### src/rtl/chu_rotary_enc_multi_if.sv
// chu_rotary_enc_multi_if: FPro slot bus between the MCS bridge and the encoder core
interface chu_rotary_enc_multi_if;
  logic        cs;
  logic        read;
  logic        write;
  logic [4:0]  addr;
  logic [31:0] wr_data;
  logic [31:0] rd_data;
  modport master (output cs, read, write, addr, wr_data, input rd_data);
  modport slave  (input cs, read, write, addr, wr_data, output rd_data);
endinterface

### src/rtl/chu_rotary_enc_multi.sv
// chu_rotary_enc_multi: N-channel filtered quadrature decoder with MMIO counters and sticky flags
module chu_rotary_enc_multi #(
  parameter int N_CH   = 2,
  parameter int W      = 16,
  parameter int FILT_N = 16
) (
  input  logic                clk,
  input  logic                reset,
  chu_rotary_enc_multi_if.slave bus,
  input  logic [N_CH-1:0]     enc_a,
  input  logic [N_CH-1:0]     enc_b,
  input  logic [N_CH-1:0]     enc_sw
);
  localparam int P  = 3 * N_CH;
  localparam int CW = $clog2(FILT_N + 1);
  localparam logic [CW-1:0] LAST = CW'(FILT_N - 1);
  localparam logic [W-1:0]  MAX  = {1'b0, {(W-1){1'b1}}};
  localparam logic [W-1:0]  MIN  = {1'b1, {(W-1){1'b0}}};
  logic [P-1:0]    s1_q, s1_d, s2_q, s2_d, filt_q, filt_d, vld_q, vld_d;
  logic [CW-1:0]   run_q [P];
  logic [CW-1:0]   run_d [P];
  logic [1:0]      fill_q, fill_d;
  logic [W-1:0]    cnt_q [N_CH];
  logic [W-1:0]    cnt_d [N_CH];
  logic [1:0]      prev_q [N_CH];
  logic [1:0]      prev_d [N_CH];
  logic [N_CH-1:0] prime_q, prime_d, chg_q, chg_d, prs_q, prs_d, err_q, err_d;
  logic [N_CH-1:0] sw_q, sw_d, inv_q, inv_d;
  logic [1:0]      mode_q, mode_d;
  logic            sat_q, sat_d;
  logic            wr;
  logic [31:0]     rd;
  logic            unused;
  function automatic logic [1:0] g2b(input logic [1:0] g);
    return {g[1], g[1] ^ g[0]};
  endfunction
  assign wr = bus.cs & bus.write;
  assign unused = &{1'b0, bus.read, bus.wr_data, vld_q};
  // fill_q holds off the filters until the synchroniser carries real samples after reset
  always_comb begin
    s1_d   = {enc_sw, enc_b, enc_a};
    s2_d   = s1_q;
    fill_d = (fill_q == 2'd2) ? fill_q : fill_q + 2'd1;
    filt_d = filt_q;
    vld_d  = vld_q;
    for (int p = 0; p < P; p++) begin
      run_d[p] = (fill_q != 2'd2 || s1_q[p] != s2_q[p]) ? '0 :
                 (run_q[p] == LAST) ? run_q[p] : run_q[p] + CW'(1);
      if (fill_q == 2'd2 && s1_q[p] == s2_q[p] && run_q[p] == LAST) begin
        filt_d[p] = s2_q[p];
        vld_d[p]  = 1'b1;
      end
    end
  end
  always_comb begin
    sw_d    = filt_q[2*N_CH +: N_CH];
    chg_d   = chg_q;
    prs_d   = prs_q;
    err_d   = err_q;
    inv_d   = inv_q;
    mode_d  = mode_q;
    sat_d   = sat_q;
    prime_d = prime_q;
    if (wr && bus.addr == 5'd9) begin
      chg_d = chg_d & ~bus.wr_data[N_CH-1:0];
      prs_d = prs_d & ~bus.wr_data[16 +: N_CH];
      err_d = err_d & ~bus.wr_data[24 +: N_CH];
    end
    if (wr && bus.addr == 5'd10) begin
      inv_d  = bus.wr_data[N_CH-1:0];
      mode_d = bus.wr_data[9:8];
      sat_d  = bus.wr_data[10];
    end
    prs_d = prs_d | (sw_d & ~sw_q);
    for (int i = 0; i < N_CH; i++) begin
      logic [1:0] cur, dlt;
      logic en, up, clamp, pre, step, rdy;
      cur        = {filt_q[i], filt_q[N_CH+i]};
      dlt        = g2b(cur) - g2b(prev_q[i]);
      en         = mode_q[1] | (mode_q[0] ? cur[1] ^ prev_q[i][1] : cur[1] & ~prev_q[i][1]);
      up         = (dlt == 2'd1) ^ inv_q[i];
      clamp      = sat_q & (up ? cnt_q[i] == MAX : cnt_q[i] == MIN);
      pre        = wr && bus.addr == 5'(i);
      rdy        = vld_q[i] & vld_q[N_CH+i];
      step       = prime_q[i] && dlt[0] && en && !clamp && !pre;
      prime_d[i] = prime_q[i] | rdy;
      prev_d[i]  = (prime_q[i] | rdy) ? cur : prev_q[i];
      err_d[i]   = err_d[i] | (prime_q[i] && dlt == 2'd2);
      chg_d[i]   = chg_d[i] | step;
      cnt_d[i]   = pre ? bus.wr_data[W-1:0] :
                   step ? (up ? cnt_q[i] + W'(1) : cnt_q[i] - W'(1)) : cnt_q[i];
    end
  end
  always_comb begin
    rd = '0;
    for (int i = 0; i < N_CH; i++)
      if (bus.addr == 5'(i)) rd = 32'($signed(cnt_q[i]));
    if (bus.addr == 5'd8)  rd = {8'(err_q), 8'(prs_q), 8'(sw_q), 8'(chg_q)};
    if (bus.addr == 5'd10) rd = {21'd0, sat_q, mode_q, 8'(inv_q)};
  end
  assign bus.rd_data = rd;
  always_ff @(posedge clk) begin
    if (reset) begin
      s1_q    <= '0;
      s2_q    <= '0;
      filt_q  <= '0;
      vld_q   <= '0;
      fill_q  <= '0;
      run_q   <= '{default: '0};
      cnt_q   <= '{default: '0};
      prev_q  <= '{default: '0};
      prime_q <= '0;
      chg_q   <= '0;
      prs_q   <= '0;
      err_q   <= '0;
      sw_q    <= '0;
      inv_q   <= '0;
      mode_q  <= 2'b10;
      sat_q   <= 1'b0;
    end else begin
      s1_q    <= s1_d;
      s2_q    <= s2_d;
      filt_q  <= filt_d;
      vld_q   <= vld_d;
      fill_q  <= fill_d;
      run_q   <= run_d;
      cnt_q   <= cnt_d;
      prev_q  <= prev_d;
      prime_q <= prime_d;
      chg_q   <= chg_d;
      prs_q   <= prs_d;
      err_q   <= err_d;
      sw_q    <= sw_d;
      inv_q   <= inv_d;
      mode_q  <= mode_d;
      sat_q   <= sat_d;
    end
  end
endmodule

### src/flat_wrapper.sv
// flat-port wrapper written by rule: the top's interface ports become plain ports
module chu_rotary_enc_multi_flat 
#(
  parameter int N_CH   = 2,
  parameter int W      = 16,
  parameter int FILT_N = 16
)
  (clk, reset, enc_a, enc_b, enc_sw, bus_cs, bus_read, bus_write, bus_addr, bus_wr_data, bus_rd_data);
  chu_rotary_enc_multi_if bus_i ();
  input  logic clk;
  input  logic reset;
  input  logic [N_CH-1:0] enc_a;
  input  logic [N_CH-1:0] enc_b;
  input  logic [N_CH-1:0] enc_sw;
  input wire logic [$bits(bus_i.cs)-1:0] bus_cs;
  input wire logic [$bits(bus_i.read)-1:0] bus_read;
  input wire logic [$bits(bus_i.write)-1:0] bus_write;
  input wire logic [$bits(bus_i.addr)-1:0] bus_addr;
  input wire logic [$bits(bus_i.wr_data)-1:0] bus_wr_data;
  output wire logic [$bits(bus_i.rd_data)-1:0] bus_rd_data;
  assign bus_i.cs = bus_cs;
  assign bus_i.read = bus_read;
  assign bus_i.write = bus_write;
  assign bus_i.addr = bus_addr;
  assign bus_i.wr_data = bus_wr_data;
  assign bus_rd_data = bus_i.rd_data;
  chu_rotary_enc_multi #(.N_CH(N_CH), .W(W), .FILT_N(FILT_N)) u_core (.clk(clk), .reset(reset), .bus(bus_i), .enc_a(enc_a), .enc_b(enc_b), .enc_sw(enc_sw));
endmodule
### config.mk
export PLATFORM = sky130hd
export DESIGN_NAME = chu_rotary_enc_multi_flat
export DESIGN_NICKNAME = d
export VERILOG_FILES = /design/src/rtl/chu_rotary_enc_multi_if.sv /design/src/rtl/chu_rotary_enc_multi.sv /design/src/flat_wrapper.sv
export SDC_FILE = /design/constraint.sdc
export NUM_CORES = 1
export LEC_CHECK = 0
export ABC_AREA = 1
export CAP_MARGIN = 30
export CORE_UTILIZATION = 35
export CTS_CLUSTER_SIZE = 14
export DETAILED_ROUTE_END_ITERATION = 12
export HOLD_SLACK_MARGIN = 0.15
export PLACE_DENSITY_LB_ADDON = 0.12
export SLEW_MARGIN = 5
export SYNTH_ARGS = -nofsm -noshare
export SYNTH_HDL_FRONTEND = slang
export SYNTH_SLANG_ARGS = --single-unit
### constraint.sdc
create_clock -name clk -period 2.45 [get_ports clk]
set_input_delay 0.6125 -clock clk [delete_from_list [all_inputs] [get_ports clk]]
set_output_delay 0.6125 -clock clk [all_outputs]
set_load 0.02 [all_outputs]
==> metrics <==
Multi-input gate area=0.004950 mm²; worst hold path type=reg2reg; H-tree depth=3; drt wl/cell=15.30 µm; Crit Path Category=reg2reg; final estimated routing congestion in global placement=0.8734; vias in the first global route=6,859; met1 wire length=10,460 µm; hold_ws=0.4441 ns; Yosys top cell area share=31.19%; worst skew pair latency=0.36 ns; 1st-iter DRT viols=469; asr flop ratio synth=0%; Setup crit end kind=flip-flop; failing checks=negative setup slack; pre-CTS WS=-0.8606 ns; diode count=0; Setup Viol. Count Final=34; drt drc=0; CP max stage delay=0.34 ns; vias per cell=5.016; hpwl dp=16,060 µm; Psw=1.035 mW; power share of the sequential group=47.9%; largest net degree at the start of global routing=57; total CTS buffers=9; Post-synth top cells=nand2_1 (261), inv_1 (140), nor2_1 (140); Slew Limit Fails=0; clk root buf=clkbuf_16; Filler Cells Inserted=1,855; P per Cell Area=366.8 mW/mm²; remaining global-route overflow=0; #FFs+latches synth=105; first-pass GRT wire length=35,950 µm; detailed-route via count=7,418; max-capacitance violation count=0; routed wire length=22,640 µm; GRT Util Overall=23.38%; status=finished with violations; top-count cell post-synth=nand2_1; Achievable Freq=386.9 MHz; Int Pwr=2.646 mW; DIE WIDTH=140.8 µm; IO Pins=80; Startpoint Class=flip-flop; Die ar.=0.01982 mm²; CTS tree=done; Worst Skew=0.007256 ns; initial antenna violation count=0; Clk pwr share=39.6%; Tot Pwr=3.681 mW; initial cell density of the core=35.91%; P&R area growth vs syn=48.90%; fin crit share=105.5%; Top Metal Used=met4; cell breakdown of the critical path=xor2_1 > ha_2 > inv_2 > nand3_4 > nand2_4 > nand2_8 > buf_6 > nand2_1 > nand2_2 > nor2_4 > nand2_2 > nor2_4 > nand2_4 > buf_6 > nand2_8 > nand2_4 > nand2_2 > a21oi_1; final hold vios=0; met2 routed WL=10,270 µm; RSZ-0062 raised after global routing=true; nets=1,307; Mapped Cells=1,052; CP max stage cell=dfxtp_2; Die Span Y=140.8 µm; Leak=4.384 nW; row count=50; EDFF count, synth=0; Sequential Area=0.002121 mm²; metal3 WL=1409 µm; Synth Net Count=1,119; share of cells above drive strength 1=35.58%; sw frac=28.11%; Slew @ Worst Pin=0.7393 ns; post-synthesis sequential area ratio=31.19%; clock buffer depth=2; ranking of synthesized cells by area=dfxtp_1 (31%), nand2_1 (15%), inv_1 (7.8%), nor2_1 (7.8%), nand3_1 (5.9%); combinational power share=12.5%; CP arrival=2.80 ns; Clock transition at path regs=0.08 ns; Max-Slew Margin vs Limit=50.72%; Req. time, crit path=2.66 ns; Max Fanout on Critical Path=6; DR pass1 iterations=6; CTS Sinks=105; setup slack after layout=-0.1349 ns; leading area contributor after synthesis=dfxtp_1; # port buffers=66; Core Area=0.01877 mm²; final core utilization=53.47%; Distinct cells, synth=41; Syn Area/Cell=6.407 µm²; ys flop type=dfxtp_1; synth warn=0; Worst VDD drop=0.3504 mV; Cell Area, Synth=0.006740 mm²; Final min period=2.585 ns; ANT nets after route=0
[layer usage]
metal	GRT usage [%]	vias to the layer above
met1	31.92	3390
met3	3.736	31
met5	0	-
li1	-	3776
met2	37.78	221
met4	7.094	0
[power by group through the flow]
stage | Combinational (mW) | Clock [mW] | Sequential [mW]
4_1_cts | 0.434 | 1.51 | 1.77
6_report | 0.459 | 1.46 | 1.76
2_1_floorplan | 0.232 | 0 | 1.80
3_3_place_gp | 0.398 | 0 | 1.81
3_5_place_dp | 0.400 | 0 | 1.81
5_1_grt | 0.513 | 1.57 | 1.77
[stage by stage]
stage,setup TNS (ns),cells,area (µm²)
after floorplan,-0.1419,1052,6774
after global placement,-30.81,1432,8446
after detailed placement,-31.46,1432,8446
after CTS,-1.205,1471,9594
after global routing,-8.129,1479,10040
final,-3.161,1479,10040
[cells in the final DEF, fill, tap and decap left out, types with 19 or more instances in the layout]
master           instances
dfxtp_1                 98
nand2_2                 65
nand2_4                 20
nand2_1                189
buf_2                   28
buf_4                  122
inv_1                  127
nor2_4                  24
nor2_1                 103
a21oi_1                 59
nand3_1                 57
o21ai_0                 25
nor2_2                  23
clkdlybuf4s50_1         28
buf_6                   23
xor2_1                  19
[kinds of logic (layout without fill, tap and decap cells)]
family	after synthesis	in the layout	synth area share [%]
simple gates	550	553	35.55
buf+inv	188	378	11.71
compound gates	164	164	14.54
flops	105	105	31.19
xor+xnor	26	26	3.490
fa+ha+maj	19	19	3.527
[final timing paths]
kind / slack (ns) / end / cells after the start / startpoint
worst max-delay path: -0.13 / u_core.cnt_q[2] / 18 / u_core.prev_q[0]
worst min-delay path: 0.44 / u_core.s2_q[4] / 2 / u_core.s1_q[4]
worst max register to register: -0.13 / u_core.cnt_q[2] / 18 / u_core.prev_q[0]
worst min register to register: 0.44 / u_core.s2_q[4] / 2 / u_core.s1_q[4]
[worst max-delay path, delay by kind of cell, from the launching register on]
family                     cells  cell delay [ns]
and+or+nand+nor               12             1.16
buffers and inverters          3             0.38
DFF                            1             0.34
adders and majority gates      1             0.32
xor gates and xnor gates       1             0.17
AOI/OAI and AO/OA              1             0.06
[area by class of cell]
type	count	area share, %
Clock buffer	10	2.282
Clock inverter	6	0.5735
Inverter	150	5.959
Multi-Input combinational cell	762	49.32
Sequential cell	105	21.13
Tap cell	234	2.917
Timing Repair Buffer	212	17.82
[sequential cells by signal (all words and copies together), names as in the netlist, 4 cells and up]
signal         cells
u_core.run_q      30
u_core.vld_q       4
u_core.s2_q        6
u_core.cnt_q      32
u_core.s1_q        6
u_core.filt_q      6
u_core.prev_q      4
[repair_timing]
action,4_1_cts,5_1_grt
gates resized for setup,358,100
hold buffers,0,0
buffers inserted,18,9
endpoints found under the setup margin,66,66
gates cloned,5,0
pin swaps,66,67
Note: power is estimated with default switching activity, not from simulation.
==> RTL change 1: new RTL, same flow settings <==
Reset style: asynchronous (`reset`), changed in one clocked block.
--- a/src/rtl/chu_rotary_enc_multi.sv
+++ b/src/rtl/chu_rotary_enc_multi.sv
@@ -101,3 +101,3 @@
   assign bus.rd_data = rd;
-  always_ff @(posedge clk) begin
+  always_ff @(posedge clk or posedge reset) begin
     if (reset) begin
Check against the original RTL: differs if reset is asserted again (counterexample within 4 cycles, from zero or initial values and one cycle with reset high); with reset held inactive, the same outputs for 10 cycles.
==> RTL change 1 against the original RTL <==
Routed wire length is 1.0% higher. Via count is essentially flat. Cell count grew 3.4%. Sequential cell count unchanged. Maximum frequency shrank 1.3%. The run still ends with setup timing left. Setup slack worse by 0.034 ns. Sequential share of layout area is 4.2 points higher. First-iteration DRC count grew 3.4%. Non-clock buffer count up 29. Cell area up 3.6%. Area after synthesis up 6.5%.
Power is not compared: it rests on default switching activity, and its combinational part moved more than twofold at a synthesized area within 25%.
==> RTL change 1: results <==
[run_status]
status = "finished, violations left"
violations = "setup timing"

[final_layout]
nets = 1323
diodes = 0
drive_above_1_share_pct = 33.0
reg_top3 = "u_core.cnt_q x32, u_core.run_q x30"

[clock_network]
postCtsSetupRepairBufs = 36
root_buffer = "clkbuf_16"
cts_resized = 330
cts_buffers = 9
clock_path_buffers = 2
cts-htree-levels = 3

[synthesis]
synth-seq-area-share_pct = 36.6
async_flop_share_pct = 100
netlist_instances = 1045
synthTopCellsByArea = "dfrtp_1 36%, nand2_1 17%, inv_1 7.4%"
ys_types = 40
synthTopCellsByCount = "331 x nand2_1, 142 x inv_1, 104 x dfrtp_1"
synthFlopType = "dfrtp_1"
syn_nets = 1112
yosysWarnings = 0

[setup_path]
reg2regPathDepth = 19
cp_max_fo = 13
crit_end = "u_core.cnt_q[3]"
cpPeakStageDelay_ns = 0.45
arrival_ns = 2.86
critPathSlowestCell = "dfrtp_2"
cp_top_family = "simple AND/OR/NAND/NOR gates"
cp-startpoint = "u_core.filt_q[1]"

[global_routing]
antenna_found_initial = 0
grt_usage_pct = 22.2
grt_pass1_wl_um = 36800
grt_max_degree = 33
first_global_vias = 7079

[min_path]
hold_path.class = "register to register"
min_to = "u_core.sw_q[0]"
min_path_cells = 0
worstHoldStart = "u_core.filt_q[4]"

[sta]
fin_skew_ns = 0.00914
holdWs_ns = 0.384
tightest_slew_ns = 0.587
fin_setup_tns_ns = -4.43
setup_slack_ns = -0.169
setup_viol = 47

[detailed_routing]
first_pass_iters = 5
via_count = 7425
routedWlPerCell_um = 14.9
vias_per_cell = 4.85
drtIter0Drc = 485

[pwr]
pwr-share-seq_pct = 32.8
powerComb_mw = 2.83
power_mw = 6.38
ir_worst_vdd_v = 0.000349
power.leakage_nw = 5.20
p_sw_mw = 2.49

[placed_design]
dp_hpwl_um = 17100
post_dp_cell_area_um2 = 9010
gp_congestion = 0.880
place_ws_ns = -0.884
## RTL change 1: final cells by class
type | instances | area, um^2
Timing Repair Buffer | 241 | 2130
Multi-Input combinational cell | 748 | 4430
Fill cell | 2009 | 9770
Clock inverter | 6 | 57.6
Tap cell | 270 | 338
Clock buffer | 9 | 225
Inverter | 151 | 583
Sequential cell | 105 | 2630
## RTL change 1: logic make-up after synthesis
group                    count (synthesis)  share of synthesized area (%)
AO/OA/AOI/OAI                          119                           10.2
XOR/XNOR                                26                           3.17
adder cells (fa/ha/maj)                 19                           3.31
buffers and inverters                  193                           11.7
flip-flops                             105                           36.6
multiplexers                             1                          0.157
AND/OR/NAND/NOR                        582                           34.8
## RTL change 1: metal layers
metal | wire (um) | vias to the layer above | GRT usage, %
li1 | - | 3764 | -
met1 | 10900 | 3452 | 31.0
met2 | 10300 | 185 | 35.2
met3 | 1210 | 24 | 3.68
met4 | 418 | 0 | 6.26
met5 | 0 | - | 0
==> RTL change 2: new RTL, same flow settings <==
Without the edit above. `W` is set to 16 in 2 places; all go to 12.
--- a/src/rtl/chu_rotary_enc_multi.sv
+++ b/src/rtl/chu_rotary_enc_multi.sv
@@ -3,3 +3,3 @@
   parameter int N_CH   = 2,
-  parameter int W      = 16,
+  parameter int W      = 12,
   parameter int FILT_N = 16
--- a/src/flat_wrapper.sv
+++ b/src/flat_wrapper.sv
@@ -4,3 +4,3 @@
   parameter int N_CH   = 2,
-  parameter int W      = 16,
+  parameter int W      = 12,
   parameter int FILT_N = 16
Behaviour: not the same (Yosys sat finds a counterexample within 4 cycles, from zero or initial values and one cycle with reset high).
==> RTL change 2 against the original RTL <==
Register-to-register slack improved by 0.16 ns. Cell area fell by 15%. Setup slack improved by 0.15 ns. Largest cell class unchanged. Routed wire length fell by 19%. Critical path depth fell by 7. Total power fell by 5.9%. Combinational power fell by 17%. Largest power group unchanged. Die area fell by 8.9%. Sequential cell count fell by 8. Area after synthesis fell by 9.1%.
==> RTL change 2: results <==
[sta]
fin_skew_ns = 0.0104
max_slew_margin_pct = 52.8

[detailed_routing]
via_count = 6210
routedWlPerCell_um = 14.0
drtIter0Drc = 257
vias_per_cell = 4.75

[placed_design]
portBuffers = 62
dp_hpwl_um = 13400
dp_cells = 1271

[global_routing]
grt_usage_pct = 20.4
grt_pass1_wl_um = 28900
antenna_found_initial = 1
grt_max_degree = 49

[setup_path]
critPathSlowestCell = "buf_6"
r2r_slack_ns = 0.03
cpPeakStageDelay_ns = 0.15
timing.rr.end = "u_core.cnt_q[8]"

[final_layout]
fillers = 1758
drive_above_1_share_pct = 30.0
nets = 1144

[synthesis]
syn_nets = 1012

[pwr]
p_clk_share_pct = 41.5
power_mw = 3.46
powerComb_mw = 0.382

[run_status]
status = "complete, no violations"
RTL change 2: cell count changes after synthesis, moves of 8 or more:
cell     before  now
nand2_1     261  216
a21oi_1      72   63
dfxtp_1     105   97
nor2_1      140  132
o21a_1        8    0
RTL change 2: routing by layer:
layer  GRT usage (%)  up-vias  share of wire [%]
li1                -     3277                  -
met1            27.1     2801                 48
met2            32.8      105                 46
met3            3.67       27                3.3
met4            7.74        0                2.3
met5               0        -                  0
RTL change 2: layout make-up:
cell class              count  area, um^2  share of cell area [%]
multi-input cells         663        4050                    47.5
flip-flops and latches     97        1950                    22.9
repair buffers            158        1360                    15.9
inverters                 147         584                    6.85
well taps                 225         282                    3.30
clock buffers               9         225                    2.64
clock inverters             7        70.1                   0.821
repair inverters            1        6.26                  0.0733
diodes                      1        2.50                  0.0293
RTL change 2: cells by family (layout without fill, tap and decap cells):
kind of cell             Yosys count  after routing  synth area share (%)
other                              0              1                     0
AO/OA/AOI/OAI                    133            133                  12.5
flip-flops                        97             97                  31.7
buffers and inverters            186            322                  13.0
adder cells (fa/ha/maj)           19             19                  3.88
AND/OR/NAND/NOR                  487            488                  35.7
XOR/XNOR                          23             23                  3.29
RTL change 2: how the worst max path moves through the flow:
stage / from / end / depth (start not counted)
3_5_place_dp: bus_addr[2] / bus_rd_data[8] / 12
6_report: bus_addr[2] / bus_rd_data[0] / 11
4_1_cts: bus_addr[4] / bus_rd_data[8] / 12
2_1_floorplan: bus_addr[2] / bus_rd_data[16] / 7
3_3_place_gp: bus_addr[2] / bus_rd_data[9] / 8
5_1_grt: u_core.prev_q[3] / u_core.cnt_q[16] / 18
RTL change 2: worst reg2reg max path: stages, from the launching register on:
cell     delay (ns)
dfxtp_2        0.36
xnor2_4        0.18
ha_4           0.24
inv_6          0.08
nand4_4        0.21
buf_6          0.19
nand3_4        0.09
nand2_4        0.07
inv_4          0.06
ha_1           0.14
inv_1          0.05
nand2_2        0.13
nand2_2        0.08
nand2_2        0.08
nand2_1        0.07
nand2_1        0.07
nand2_1        0.06
nand3_2        0.08
a21oi_1        0.06
RTL change 2: repair_timing:
action	in CTS	in global routing
gates resized for setup	235	119
pin swaps	37	71
hold buffers	0	0
endpoints found under the hold margin	0	0
gates cloned	1	1
setup endpoints to repair	57	58
buffers inserted	9	10
RTL change 2: stage by stage:
stage | setup WS [ns] | hold WS (ns) | cell area (um^2)
4_1_cts | -0.000922 | 0.444 | 7980
2_1_floorplan | 0.0299 | 0.411 | 6130
5_1_grt | -0.147 | 0.458 | 8530
6_report | 0.0146 | 0.444 | 8530
3_3_place_gp | -0.983 | 0.436 | 7450
3_5_place_dp | -0.991 | 0.433 | 7450
